[config.mk]
export PLATFORM = sky130hd
export DESIGN_NAME = hls_task_sequencer
export DESIGN_NICKNAME = d
export VERILOG_FILES = /design/src/rtl/hls_task_sequencer.sv
export SDC_FILE = /design/constraint.sdc
export NUM_CORES = 1
export LEC_CHECK = 0
export BUFFER_PORTS_ARGS = -buffer_cell sky130_fd_sc_hd__buf_4
export CORE_MARGIN = 4
export CORE_UTILIZATION = 35
export DETAILED_ROUTE_END_ITERATION = 8
export GPL_TIMING_DRIVEN = 0
export PLACE_DENSITY = 0.59
export SETUP_SLACK_MARGIN = 0.3
export SYNTH_ARGS = -nofsm -noshare
export SYNTH_HDL_FRONTEND = slang
export SYNTH_SLANG_ARGS = --single-unit
[constraint.sdc]
create_clock -name clk -period 2.6 [get_ports clk]
set_input_delay 0.78 -clock clk [delete_from_list [all_inputs] [get_ports clk]]
set_output_delay 0.78 -clock clk [all_outputs]
set_load 0.03 [all_outputs]
[src/rtl/hls_task_sequencer.sv]
// Sequences one ap_ctrl_hs HLS core between an input and output FIFO:
// pop argument, start core, capture ap_return (or an error word on timeout), push result.
module hls_task_sequencer #(
  parameter int unsigned          DATA_W   = 32,
  parameter int unsigned          TIMEOUT  = 65535,
  parameter logic [DATA_W-1:0]    ERR_WORD = 32'hDEAD_BEEF
) (
  input  logic              clk,
  input  logic              rst_n,
  input  logic              in_empty,
  output logic              in_rd_en,
  input  logic [DATA_W-1:0] in_data,
  input  logic              out_full,
  output logic              out_wr_en,
  output logic [DATA_W-1:0] out_data,
  output logic              ap_start,
  input  logic              ap_ready,
  input  logic              ap_done,
  input  logic              ap_idle,
  output logic [DATA_W-1:0] ap_arg,
  input  logic [DATA_W-1:0] ap_return,
  output logic              busy,
  output logic              timeout_err,
  output logic [15:0]       task_count,
  output logic [2:0]        state_dbg
);

  // Handshake: the input FIFO is read with a one-cycle strobe and its data is
  // valid the following cycle; the output FIFO is written with a one-cycle
  // strobe that is only raised while out_full is low; the core accepts its
  // argument on the cycle ap_start and ap_ready are both high, and ap_return
  // is only sampled while ap_done is high.
  typedef enum logic [2:0] {
    S_IDLE      = 3'd0,
    S_POP       = 3'd1,
    S_LATCH     = 3'd2,
    S_START     = 3'd3,
    S_WAIT_DONE = 3'd4,
    S_PUSH      = 3'd5
  } state_t;

  // Abort fires on the cycle the counter holds TIMEOUT-1, i.e. the TIMEOUT-th WAIT_DONE cycle.
  localparam int unsigned    TO_LIM = (TIMEOUT == 0) ? 0 : TIMEOUT - 1;
  localparam int             CW     = (TO_LIM > 1) ? $clog2(TO_LIM + 1) : 1;
  localparam logic [CW-1:0]  TO_MAX = TO_LIM[CW-1:0];

  state_t              state;
  logic [CW-1:0]       wait_cnt;
  logic [DATA_W-1:0]   result;
  logic                timeout_hit;

  assign timeout_hit = (TIMEOUT != 0) && (wait_cnt == TO_MAX);
  assign in_rd_en    = (state == S_POP);
  assign out_wr_en   = (state == S_PUSH) && !out_full;
  assign out_data    = result;
  assign state_dbg   = state;

  always_ff @(posedge clk or negedge rst_n) begin
    if (!rst_n) begin
      state       <= S_IDLE;
      wait_cnt    <= '0;
      result      <= '0;
      ap_arg      <= '0;
      ap_start    <= 1'b0;
      busy        <= 1'b0;
      timeout_err <= 1'b0;
      task_count  <= 16'd0;
    end else begin
      case (state)
        S_IDLE: begin
          if (!in_empty && ap_idle) begin
            state <= S_POP;
            busy  <= 1'b1;
          end
        end
        S_POP: state <= S_LATCH;
        S_LATCH: begin
          ap_arg   <= in_data;
          ap_start <= 1'b1;
          state    <= S_START;
        end
        S_START: begin
          if (ap_ready) begin
            ap_start <= 1'b0;
            if (ap_done) begin
              result <= ap_return;
              state  <= S_PUSH;
            end else begin
              wait_cnt <= '0;
              state    <= S_WAIT_DONE;
            end
          end
        end
        S_WAIT_DONE: begin
          // A real completion takes priority over a coincident expiry.
          if (ap_done) begin
            result <= ap_return;
            state  <= S_PUSH;
          end else if (timeout_hit) begin
            result      <= ERR_WORD;
            timeout_err <= 1'b1;
            state       <= S_PUSH;
          end else begin
            wait_cnt <= wait_cnt + CW'(1);
          end
        end
        S_PUSH: begin
          if (!out_full) begin
            task_count <= task_count + 16'd1;
            busy       <= 1'b0;
            state      <= S_IDLE;
          end
        end
        default: begin
          state <= S_IDLE;
          busy  <= 1'b0;
        end
      endcase
    end
  end

endmodule

==> flow_summary.ini <==
[critical_path]
r2r.worst_path.cells = 8
required_ns = 1.82
regToRegEndpoint = wait_cnt[13]
start_kind = primary input
timing.rr.start = wait_cnt[0]
cp.arrival_ns = 1.42
timing.critical_path.fanout_max = 7
critPathKind = in -> out
worstSetupEndpointType = primary output
r2r_setup_slack_ns = 0.45

[floorplan]
chipWidth_um = 120.4
core-area_mm2 = 0.01216
ioPinCount = 159
die-height_um = 120.4
initial_utilization_pct = 36.33
floorplan.rows = 40
fp.dieArea_mm2 = 0.01448

[sta]
setup-tns-final_ns = 0
worstMarginPinSlew_ns = 0.6059
timing.final.max_slew_violations = 0
worst_clock_skew_ns = 0.009878
slew_headroom_pct = 59.24
timing.fmax_ghz = 0.4545
layout_min_cycle_time_ns = 2.200
grt_setup_unrepaired = false
final-hold-violation-count = 0
setup_viol_count_final = 0
final_min_period_over_clock_period_pct = 84.63

[cells_and_area]
post_route_cells_drive_above_1_share_pct = 39.26
fin_util_pct = 50.99
nets = 660
area_growth_syn_to_layout_pct = 40.36
diodes = 0
ff_latch_area_mm2 = 0.002554
multi_input_comb_area_mm2 = 0.001738
layout.cell_area.non_filler_mm2 = 0.006201
layout.filler_cells = 1130

[logic_synthesis]
seq_area_frac_synth_pct = 57.77
dominantRegCellSynth = sky130_fd_sc_hd__dfrtp_1
synth_top_area_share_pct = 57.77
synth_largest_area_cell = sky130_fd_sc_hd__dfrtp_1
synth.top_cells.by_count = sky130_fd_sc_hd__dfrtp_1, sky130_fd_sc_hd__nor2_1, sky130_fd_sc_hd__mux2_2
synth_area_mm2 = 0.004418
async_flop_share_pct = 100.0
synth_compound_gate_area_share_pct = 7.505
yosys_register_bits = 102
synth.avg_cell_area_um2 = 10.65
synth_area_leaders = sky130_fd_sc_hd__dfrtp_1, sky130_fd_sc_hd__mux2_2, sky130_fd_sc_hd__nor2_1
share_of_synthesized_cell_area_in_full_adder_half_adder_and_majority_cells_pct = 0.8496
muxShareOfSynthArea_pct = 8.156
synth_top_family_by_area = simple AND/OR/NAND/NOR gates
yosys.area_share.xor_xnor_pct = 2.974
synth_cell_type_count = 41
synthCells = 415
post_synth_and_or_nand_nor_area_fraction_pct = 19.46
synth-edff-count = 0
synthesis.nets = 489
yosysMostFrequentCell = sky130_fd_sc_hd__dfrtp_1
yosys_warnings = 0

[placed_design]
place_congestion = 0.8274
io_buffers = 158
dpl-instance-area_mm2 = 0.005819
dpl.hpwl_um = 8092

[clocking]
cts_max_level = 3
tritoncts.num_buffers = 9
clkLatencyLatePin_ns = 0.35
clk_pin_slew_ns = 0.07
cts-root-to-sink-buffers = 2
cts_tree = done
cts.sink_count = 102
clk_root_buffer_cell = sky130_fd_sc_hd__clkbuf_16

[power_and_ir_drop]
comb_power_share_pct = 47.0
p_switching_mw = 3.005
p_leak_nw = 2.877
power_frac_seq_pct = 33.5
power-per-cell-area_mw_per_mm2 = 1203
power.internal_mw = 4.457
totalPowerFinal_mw = 7.463
vdd.ir_drop.worst_mv = 0.6020
power_frac_clock_pct = 19.5
switching_share_pct = 40.27

[routing]
drt_drc_violations_left = 0
first_pass_iters = 4
vias = 3631
detail_route.wirelength_um = 10970
routed_via_density = 4.784
ant_nets = 0
drt-wirelength-per-cell_um = 14.45
drt_iter0_drc = 251

[grt]
number_of_antenna_violations_at_the_first_check_in_global_routing = 0
globalRouteOverflowTotal = 0
first_global_vias = 3561
grt_first_pass_wirelength_um = 18040
grt_start_max_net_pins = 103
grt_use_total_pct = 15.36

[flow_run]
max-cap-violations = 0

[status]
outcome = finished, final reports clean

[min_path]
min-delay-path-class = in -> async
[power by group through the flow]
stage | sequential, mW | combinational, mW | clock (mW)
finish | 2.50 | 3.51 | 1.46
floorplan | 3.56 | 1.16 | 0
detailed placement | 2.53 | 3.53 | 0
global placement | 2.50 | 3.50 | 0
CTS | 2.50 | 3.53 | 1.51
global route | 2.57 | 3.77 | 1.57
[cells in the final DEF (no fill, tap or decap), drive strengths merged, types with 2 or more instances in the layout]
cell type	Yosys	layout
nand4	10	10
a21oi	14	14
bufinv	0	2
a22o	2	2
nor2	63	63
or3	2	2
dfrtp	102	102
nor4	5	5
nand2	24	24
clkinv	1	2
clkbuf	5	17
and4	4	4
a21o	5	5
inv	14	15
and3	3	3
xor2	3	3
nand3	23	23
nand2b	3	3
ha	3	3
buf	12	171
mux2	32	32
o31ai	3	3
o311ai	2	2
o21ai	26	26
nor3	30	30
nor3b	3	3
xnor2	12	12
[stage by stage]
stage	cells	setup slack, ns	hold slack (ns)
2_1_floorplan	415	0.4552	0.4844
3_3_place_gp	741	0.3100	0.4462
3_5_place_dp	741	0.2971	0.4461
4_1_cts	757	0.3263	0.4702
5_1_grt	759	0.3138	0.1947
6_report	759	0.3997	0.2098
[how the worst max path moves through the flow]
stage,from,to,cells after the start
floorplan,state_dbg[0],in_rd_en,2
global route,wait_cnt[0],out_data[18],8
detailed placement,out_full,out_wr_en,5
global placement,out_full,out_wr_en,5
finish,out_full,out_wr_en,5
CTS,out_full,out_wr_en,5
[repair_timing]
| item | in CTS | in global routing |
|---|---|---|
| setup endpoints to repair | 2 | 10 |
| gates cloned | 0 | 0 |
| gates resized for setup | 2 | 5 |
| buffers inserted | 0 | 1 |
| hold buffers | 0 | 0 |
| pin swaps | 0 | 0 |
[layout make-up]
| cell class | instances | area share, % |
|---|---|---|
| Multi-Input combinational cell | 281 | 28.03 |
| Buffer | 17 | 1.493 |
| Clock buffer | 11 | 3.914 |
| Timing Repair Buffer | 160 | 19.75 |
| Inverter | 15 | 0.9282 |
| Tap cell | 168 | 3.390 |
| Clock inverter | 5 | 1.312 |
| Sequential cell | 102 | 41.18 |
[logic make-up after synthesis]
| kind of cell | Yosys count |
|---|---|
| and+or+nand+nor | 175 |
| adders and majority gates | 3 |
| AOI/OAI and AO/OA | 56 |
| xor gates and xnor gates | 15 |
| buffers and inverters | 32 |
| DFF | 102 |
| muxes | 32 |
[registers in the layout (all words and copies together), names as in the netlist]
signal       cells
timeout_err      1
ap_start         1
out_data        32
state_dbg        3
task_count      16
ap_arg          32
busy             1
wait_cnt        16
[layer usage]
layer / GRT usage, % / routed length, um / vias up / part of all wire [%]
li1: - / - / 1792 / -
met1: 20.56 / 4865 / 1720 / 44
met2: 23.92 / 5197 / 107 / 47
met3: 3.882 / 707 / 12 / 6.4
met4: 6.232 / 198 / 0 / 1.8
met5: 0 / 0 / - / 0
[worst max-delay path, cell delays in order]
cell                       delay (ns)
sky130_fd_sc_hd__buf_4           0.13
sky130_fd_sc_hd__nor2b_2         0.17
sky130_fd_sc_hd__nand2b_4        0.08
sky130_fd_sc_hd__clkinv_2        0.09
sky130_fd_sc_hd__buf_4           0.17
Power figures use the tool's default switching activity.
